===== config.mk =====
export PLATFORM = sky130hd
export DESIGN_NAME = pc_redirect_ctrl
export DESIGN_NICKNAME = d
export VERILOG_FILES = /design/src/rtl/core_ctrl_pkg.sv /design/src/rtl/redirect_target_sel.sv /design/src/rtl/pc_redirect_ctrl.sv
export SDC_FILE = /design/constraint.sdc
export NUM_CORES = 1
export LEC_CHECK = 0
export ABC_AREA = 1
export ABC_CLOCK_PERIOD_IN_PS = 2300
export CAP_MARGIN = 40
export CORE_MARGIN = 4
export CORE_UTILIZATION = 35
export DETAILED_ROUTE_END_ITERATION = 6
export SYNTH_ARGS = -nofsm -noshare
export SYNTH_HDL_FRONTEND = slang
export SYNTH_SLANG_ARGS = --single-unit

===== constraint.sdc =====
create_clock -name clk -period 2.3 [get_ports clk]
set_clock_uncertainty 0.05 [all_clocks]
set_input_delay 0.345 -clock clk [delete_from_list [all_inputs] [get_ports clk]]
set_output_delay 0.345 -clock clk [all_outputs]
set_load 0.02 [all_outputs]

===== src/rtl/core_ctrl_pkg.sv =====
// Shared definitions for the fetch/redirect control path: state encoding,
// default vectors and immediate sign extension.
package core_ctrl_pkg;

    typedef enum logic [1:0] {
        ST_BOOT = 2'd0,
        ST_RUN  = 2'd1,
        ST_TRAP = 2'd2
    } ctrl_state_e;

    localparam logic [31:0] DEF_RESET_PC = 32'h0000_0000;
    localparam logic [31:0] DEF_TRAP_VEC = 32'h0000_0100;

    // Sign-extend the low w bits of v to 32 bits (w in 1..32).
    function automatic logic [31:0] sext(input logic [31:0] v, input logic [5:0] w);
        logic [5:0] sh;
        sh = 6'd32 - w;
        return $signed(v << sh) >>> sh;
    endfunction

endpackage


===== src/rtl/redirect_target_sel.sv =====
// Combinational target computation and EX-over-ID redirect priority.
module redirect_target_sel
    import core_ctrl_pkg::*;
(
    input  logic        stall,
    input  logic        id_jal,
    input  logic [31:0] id_pc,
    input  logic [20:0] id_imm21,
    input  logic        ex_jalr,
    input  logic        ex_br_taken,
    input  logic [31:0] ex_pc,
    input  logic [31:0] ex_rs1,
    input  logic [11:0] ex_imm12,
    input  logic [12:0] ex_imm13,
    output logic        sel_valid,
    output logic [31:0] sel_target,
    output logic        sel_is_ex,
    output logic        sel_is_jump,
    output logic [31:0] sel_link,
    output logic        sel_misaligned
);

    logic [31:0] jal_t, jalr_t, br_t;
    logic        ex_req;

    always_comb begin
        jal_t  = id_pc + sext({11'b0, id_imm21}, 6'd21);
        jalr_t = (ex_rs1 + sext({20'b0, ex_imm12}, 6'd12)) & ~32'h1;
        br_t   = ex_pc + sext({19'b0, ex_imm13}, 6'd13);
        ex_req = ex_jalr | ex_br_taken;

        // EX holds the older instruction and is never held off by stall.
        sel_valid      = ex_req | (id_jal & ~stall);
        sel_is_ex      = ex_req;
        sel_is_jump    = ex_jalr | (~ex_req & id_jal);
        sel_target     = ex_req ? (ex_jalr ? jalr_t : br_t) : jal_t;
        sel_link       = (ex_req ? ex_pc : id_pc) + 32'd4;
        sel_misaligned = sel_valid & sel_target[1];
    end

endmodule


===== src/rtl/pc_redirect_ctrl.sv =====
// Fetch PC sequencer: BOOT/RUN/TRAP FSM, PC and link registers, redirect counter.
module pc_redirect_ctrl
    import core_ctrl_pkg::*;
#(
    parameter logic [31:0] RESET_PC = DEF_RESET_PC,
    parameter logic [31:0] TRAP_VEC = DEF_TRAP_VEC
) (
    input  logic        clk,
    input  logic        rst_n,
    input  logic        stall,
    input  logic        id_jal,
    input  logic [31:0] id_pc,
    input  logic [20:0] id_imm21,
    input  logic        ex_jalr,
    input  logic        ex_br_taken,
    input  logic [31:0] ex_pc,
    input  logic [31:0] ex_rs1,
    input  logic [11:0] ex_imm12,
    input  logic [12:0] ex_imm13,
    output logic [31:0] pc,
    output logic        fetch_valid,
    output logic        flush_if_id,
    output logic        flush_id_ex,
    output logic [31:0] link_addr,
    output logic        trap,
    output logic [15:0] redirect_cnt
);

    ctrl_state_e state_q, state_d;
    logic [31:0] pc_q, pc_d, link_q, link_d;
    logic [15:0] cnt_q, cnt_d;

    logic        sel_valid, sel_is_ex, sel_is_jump, sel_misaligned;
    logic [31:0] sel_target, sel_link;
    logic        acc;

    redirect_target_sel u_sel (
        .stall          (stall),
        .id_jal         (id_jal),
        .id_pc          (id_pc),
        .id_imm21       (id_imm21),
        .ex_jalr        (ex_jalr),
        .ex_br_taken    (ex_br_taken),
        .ex_pc          (ex_pc),
        .ex_rs1         (ex_rs1),
        .ex_imm12       (ex_imm12),
        .ex_imm13       (ex_imm13),
        .sel_valid      (sel_valid),
        .sel_target     (sel_target),
        .sel_is_ex      (sel_is_ex),
        .sel_is_jump    (sel_is_jump),
        .sel_link       (sel_link),
        .sel_misaligned (sel_misaligned)
    );

    // Requests are only honoured in RUN; in BOOT/TRAP upstream is empty or flushed.
    assign acc = (state_q == ST_RUN) & sel_valid;

    always_ff @(posedge clk or negedge rst_n) begin
        if (!rst_n) begin
            state_q <= ST_BOOT;
            pc_q    <= RESET_PC;
            link_q  <= 32'h0;
            cnt_q   <= 16'h0;
        end else begin
            state_q <= state_d;
            pc_q    <= pc_d;
            link_q  <= link_d;
            cnt_q   <= cnt_d;
        end
    end

    always_comb begin
        state_d = state_q;
        pc_d    = pc_q;
        link_d  = link_q;
        cnt_d   = cnt_q;
        unique case (state_q)
            ST_BOOT: state_d = ST_RUN;
            ST_RUN: begin
                if (acc && sel_misaligned) begin
                    // Exception: the faulting jump does not write its link.
                    state_d = ST_TRAP;
                end else if (acc) begin
                    pc_d  = sel_target;
                    cnt_d = cnt_q + 16'd1;
                    if (sel_is_jump) link_d = sel_link;
                end else if (!stall) begin
                    pc_d = pc_q + 32'd4;
                end
            end
            ST_TRAP: begin
                pc_d    = TRAP_VEC;
                state_d = ST_RUN;
            end
            default: state_d = ST_BOOT;
        endcase
    end

    always_comb begin
        fetch_valid = (state_q == ST_RUN) & (acc | ~stall);
        flush_if_id = acc;
        flush_id_ex = acc & sel_is_ex;
        trap        = (state_q == ST_TRAP);
    end

    assign pc           = pc_q;
    assign link_addr    = link_q;
    assign redirect_cnt = cnt_q;

endmodule


==> metrics.cfg, run 1 <==
[status]
outcome=finished, final reports clean

[place]
dpl-instance-area_sq_mm=0.0182
gp_congestion=0.997
io_buffers=231
dp_cells=3300
dpl.hpwl_mm=47.1

[min_path]
worst_hold_path_type=primary input to flop

[route]
vias_per_cell=5.03
vias=16800
drc_errors=0
totalWireLength_mm=57.5
dr.pass1.iters=6
first_iter_violations=1253
ant_nets=0
wire_per_inst_um=17.2

[cells_and_area]
area_growth_pct=64.2
num_antenna_cells=0
stdcell_count=3349
drive_gt1_share_pct=29.4
fin_area_sq_mm=0.0208
nNetsFinal=3129

[setup_path]
worstPathRequired_ns=2.50
critPathKind=primary input to flop
arrival_ns=2.45
cp-start-kind=primary input
critical_path.max_fanout=4
end_kind=flop

[die]
dieArea_sq_mm=0.0393
start_util_pct=35.5
io_pins=232
die_width_um=198
row_count=69
coreArea_sq_mm=0.0357
die_h_um=198

[synth]
synthArstFlopShare_pct=100
yosysTopAreaCellShare_pct=27.6
syn_inst=2288
synth_ff_type=dfrtp_1
ys_seq_area_share_pct=16.2
yosys.cell_count.top_type=nand2_1
yosysTopAreaCell=nand2_1
synth_common_cells=933 x nand2_1, 326 x inv_1, 205 x nor2_1
yosysWarnings=0
syn-cell-area_sq_mm=0.0127
synth_edf_count=0
synthDistinctLibCells=49
synth_area_leaders=nand2_1 28%, dfrtp_1 16%, inv_1 9.7%
ys_seq_elements=82
avgSynthCellArea_sq_um=5.54
synth_nets=2534

[clock_tree]
htree_levels=3
cts_tree=yes
clock_latency_ns=0.37
cts_made_buffers=9
cts_sinks=82
clockBufferDepth=2
cts-root-buf=clkbuf_16
clk_pin_slew_worst_paths_ns=0.08

[sta]
finalHoldViolCount=0
slew_violations=0
min_period_over_period_pct=97.8
slew_headroom_pct=62.8
finalSetupViolCount=0
timing.fmax_ghz=0.444
rsz0062_at_grt=yes
fin_crit_ns=2.25
tightest_slew_ns=0.553

[power_and_ir_drop]
power_density_mw_per_mm2=626
p_leak_nw=11.0
peakVddDrop_mv=0.560

[global_route]
grt_pass1_wl_mm=86.2
globalRouteOverflowTotal=0
antenna_found_initial=1
grt_max_degree=52
grt_pass1_vias=16000
grtUsageTotal_pct=27.9

[job]
cap_viol_max_count=0

## per-layer routing
metal | part of all wire (%) | vias up | track usage, %
met5 | 0.023 | - | 0
met1 | 44 | 7723 | 38.2
met3 | 6.8 | 111 | 3.57
met2 | 45 | 621 | 44.5
met4 | 4.3 | 2 | 11.2
li1 | - | 8384 | -
## logic make-up (layout without fill, tap and decap cells)
family	after synthesis	after routing	synth area share (%)
DFF	82	82	16.2
AOI/OAI and AO/OA	233	233	9.82
xor gates and xnor gates	86	86	5.95
buffers and inverters	370	970	11.5
muxes	2	2	0.168
adders and majority gates	98	98	9.86
and+or+nand+nor	1417	1417	46.6
## stage by stage
stage / setup TNS [ns] / utilization, % / total power [W] / worst slack (ns) / hold WS [ns]
floorplan: 0 / - / 0.00676 / 0.00705 / -0.000591
global placement: -51.24 / 51.0 / 0.0108 / -0.855 / 0.257
detailed placement: -56.20 / 51.0 / 0.0108 / -0.889 / 0.263
CTS: -0.0554 / 54.4 / 0.0126 / -0.0254 / 0.386
global route: -0.187 / 58.3 / 0.0139 / -0.0353 / 0.413
finish: 0 / 58.3 / 0.0130 / 0.0500 / 0.390
## registers in the layout, indices dropped and copies added, names as in the netlist
name,count
link_addr,32
pc,32
redirect_cnt,16
state_q,2
## cells in the final DEF, fill, tap and decap left out, types with 15 or more instances in the layout
| master | synthesis | routed |
|---|---|---|
| a21oi_1 | 111 | 61 |
| a21oi_2 | 1 | 48 |
| buf_4 | 2 | 369 |
| clkdlybuf4s50_1 | 0 | 132 |
| dfrtp_1 | 82 | 81 |
| dlygate4sd2_1 | 0 | 26 |
| dlymetal6s2s_1 | 0 | 57 |
| ha_4 | 0 | 73 |
| inv_1 | 326 | 311 |
| inv_2 | 5 | 19 |
| nand2_1 | 933 | 819 |
| nand2_2 | 13 | 119 |
| nand3_1 | 146 | 116 |
| nand3_2 | 2 | 32 |
| nand3b_1 | 15 | 15 |
| nand4_1 | 26 | 26 |
| nor2_1 | 205 | 151 |
| nor2_2 | 9 | 51 |
| nor2_4 | 5 | 17 |
| nor3_1 | 30 | 18 |
| o21ai_0 | 82 | 51 |
| o21ai_1 | 9 | 31 |
| xnor2_1 | 47 | 42 |
| xor2_1 | 39 | 38 |
## cell type report
cell class / count / area [sq um]
multi-input cells: 1836 / 11200
clock buffers: 11 / 233
flip-flops and latches: 82 / 2050
well taps: 461 / 577
fillers: 3480 / 14900
clock inverters: 5 / 38.8
repair buffers: 621 / 5470
inverters: 333 / 1250
## power by group
group | total, W | switching [W] | internal, W
Sequential | 0.00278 | 0.000723 | 0.00206
Clock | 0.00143 | 0.000692 | 0.000741
Combinational | 0.00880 | 0.00489 | 0.00391
## worst max-delay path: stages
cell and delay, ns:
clkdlybuf4s15_1 0.17, nand2_2 0.06, fa_1 0.54, nor2_1 0.08, nor2_1 0.14, nand2_1 0.14
nand2_2 0.12, nand2_4 0.08, nor3_4 0.15, nand3_2 0.13, buf_6 0.14, buf_4 0.11
buf_4 0.12, xnor2_1 0.11
## what timing repair did
action,in CTS,in global routing
hold endpoints to repair,31,0
pin swaps,50,94
hold buffers,1,0
endpoints found under the setup margin,79,55
resized for setup,228,359
setup buffers,14,17
gates cloned,1,1
## worst paths after layout
path	slack (ns)	cells after the start	end	start
min	0.39	4	link_addr[0]	ex_pc[0]
max reg2reg	0.17	8	pc[28]	pc[15]
max	0.05	14	redirect_cnt[7]	ex_rs1[0]
min in group asynchronous	0.40	2	link_addr[7]	rst_n
min reg2reg	0.43	1	state_q[0]	state_q[1]
max in group asynchronous	1.13	3	pc[3]	rst_n
Power figures use the tool's default switching activity.
==> run 2: changes to the inputs <==
- HOLD_SLACK_MARGIN: not set -> 0.02
==> results of run 2 <==
Same layout as run 1: the final DEF is identical, and so are final timing and power.
==> run 3: changes to the inputs <==
- CELL_PAD_IN_SITES_DETAIL_PLACEMENT: not set -> 1
- CELL_PAD_IN_SITES_GLOBAL_PLACEMENT: not set -> 2
- CORE_UTILIZATION: 35 -> 27
- PLACE_DENSITY_LB_ADDON: not set -> 0.1
==> run 3 against run 2 <==
  * Sequential cell count did not move
  * Fmax fell by 0.47%
  * First-iteration DRC count is 33% lower
  * Count of clock-buffer cells in the layout decreased by 2
  * Worst hold slack better by 0.0065 ns
  * Sequential power hardly changed
  * Critical path type unchanged
==> metrics.cfg, run 3 (synthesized netlist as in run 1, its figures left out) <==
[cells_and_area]
layout_common_cells=787 x nand2_1, 413 x buf_4, 310 x inv_1, 143 x nor2_1, 140 x nand2_2
fin_area_sq_mm=0.0219  ; +5.4%
area_growth_pct=73.1
nNetsFinal=3179  ; +1.6%
drive_gt1_share_pct=33.3  ; +3.9 points
seq_area_sq_mm=0.00205  ; unchanged
fillers=6045  ; +74%
multi_input_area_sq_mm=0.0116  ; +4.2%
final_common_cell=nand2_1

[job]
cap_viol_max_count=0  ; unchanged

[die]
die_h_um=225  ; +13%
io_pins=232  ; unchanged
row_count=79  ; +14%
coreArea_sq_mm=0.0465  ; +30%
start_util_pct=27.3  ; -8.3 points
die_width_um=225  ; +13%
dieArea_sq_mm=0.0504  ; +28%

[global_route]
grt_pass1_vias=18200  ; +14%
grt_util_met2_pct=44.3  ; -0.18 points
top_usage_layer=met2
globalRouteOverflowTotal=0  ; unchanged
grtUsageTotal_pct=26.5  ; -1.4 points
grt_pass1_wl_mm=104  ; +20%
grt_max_degree=44  ; -15%
use_met3_pct=3.12  ; -0.45 points
met1_usage_pct=36.0  ; -2.2 points
antenna_found_initial=4  ; +3

[route]
vias_per_cell=4.85  ; -3.6%
ant_nets=0  ; unchanged
dr.pass1.iters=5  ; -1
wire_per_inst_um=19.6  ; +14%
first_iter_violations=835  ; -33%
totalWireLength_mm=69.6  ; +21%
vias=17200  ; +2.1%
drc_errors=0  ; unchanged

[setup_path]
worstPathRequired_ns=2.52  ; +0.02 ns
end_kind=flop
cp-start-kind=primary input
crit_top_cell=nand2_1
critPathMaxStageDelay_ns=0.24  ; -0.30 ns
path_buf_inv=4  ; unchanged
critical_path.max_fanout=7  ; +3
arrival_ns=2.48  ; +0.03 ns
cpMaxStageDelayCell=dlygate4sd2_1
cpLargestDelayFamily=simple AND/OR/NAND/NOR gates
r2r_slack_ns=0.14  ; -0.03 ns
path_cells=dlygate4sd2_1, buf_6, nor2_8, buf_4, nand2_1, nand2_2, nand2_1, nor2_2, nand2_2, nor2_4, inv_2, nor2_4, nand3_1, xnor2_2, nand2_1, nand2_1
critPathKind=primary input to flop

[power_and_ir_drop]
power_density_mw_per_mm2=645  ; +3.1%
power_w=0.0142  ; +8.7%
peakVddDrop_mv=0.532  ; -5.0%
p_leak_nw=11.5  ; +4.4%

[sta]
timing.hold.ws_ns=0.397  ; +0.00654 ns
finalSetupViolCount=0  ; unchanged
rsz0062_at_grt=yes
finalHoldViolCount=0  ; unchanged
fin_crit_ns=2.26  ; +0.0107 ns
tightest_slew_ns=0.557  ; +0.00410 ns
min_period_over_period_pct=98.3  ; +0.47 points
slew_violations=0  ; unchanged
slew_headroom_pct=62.5  ; -0.28 points
fin_ws_ns=0.0393  ; -0.0107 ns
fin_setup_tns_ns=0  ; unchanged
timing.fmax_ghz=0.442  ; -0.47%

[clock_tree]
clockBufferDepth=2  ; unchanged
htree_levels=3  ; unchanged
clock_latency_ns=0.39  ; +0.02 ns
cts-root-buf=clkbuf_16
cts_sinks=82  ; unchanged
cts_made_buffers=9  ; unchanged
clk_pin_slew_worst_paths_ns=0.07  ; about the same
cts_tree=yes

[place]
gp_congestion=0.987  ; -1.0%
dpl-instance-area_sq_mm=0.0186  ; +2.6%
io_buffers=231  ; unchanged
dpl.hpwl_mm=57.3  ; +22%
place_ws_ns=-0.862  ; +0.0268 ns

[min_path]
worst_hold_path_type=primary input to asynchronous set/reset pin

[status]
outcome=finished, final reports clean

==> run 3: final cells by class <==
cell class	count	share of cell area, %
multi-input cells	1836	53.1
well taps	607	3.46
inverters	333	5.72
clock buffers	9	1.03
repair buffers	671	26.9
clock inverters	7	0.434
flip-flops and latches	82	9.36
diodes	1	0.0114
==> run 3: per-stage QoR <==
step	instances	util [%]
2_1_floorplan	2288	-
3_3_place_gp	3478	40.1
3_5_place_dp	3478	40.1
4_1_cts	3522	44.2
5_1_grt	3545	47.2
6_report	3546	47.2
==> run 3: worst paths after layout <==
check	start	endpoint	cells after the start
worst max-delay path	ex_jalr	link_addr[18]	16
worst min-delay path	rst_n	link_addr[22]	2
worst max register to register	pc[12]	pc[30]	9
worst min register to register	redirect_cnt[15]	redirect_cnt[15]	1
max in group asynchronous	rst_n	link_addr[12]	3
min in group clk	redirect_cnt[15]	redirect_cnt[15]	1
==> run 3: per-layer routing <==
metal,up-vias,share of wire (%),wire (um)
li1,8471,-,-
met1,8234,46,31700
met2,400,47,32700
met3,85,4.4,3080
met4,2,3.1,2150
met5,-,0.014,10
==> run 3: repair_timing <==
item,CTS,global route
gates resized for setup,367,358
setup endpoints to repair,77,67
hold buffers,1,0
cloned,1,2
pin swaps,76,99
hold endpoints to repair,27,0
setup buffers,26,21
==> run 3: report_power, final <==
part | switching (W) | internal (W) | leakage, nW | total [W]
logic | 0.00538 | 0.00424 | 10.3 | 0.00962
clock network | 0.000842 | 0.000877 | 0.157 | 0.00172
registers | 0.000752 | 0.00206 | 1.03 | 0.00281
==> run 3: worst register-to-register path, cell delays in order (launching register included) <==
cell	delay, ns
dfrtp_1	0.52
inv_1	0.21
nor4_2	0.36
nand2_1	0.13
nor2_1	0.23
nand2_1	0.10
xor2_1	0.24
a21oi_4	0.09
nand2_1	0.08
nand2_1	0.05
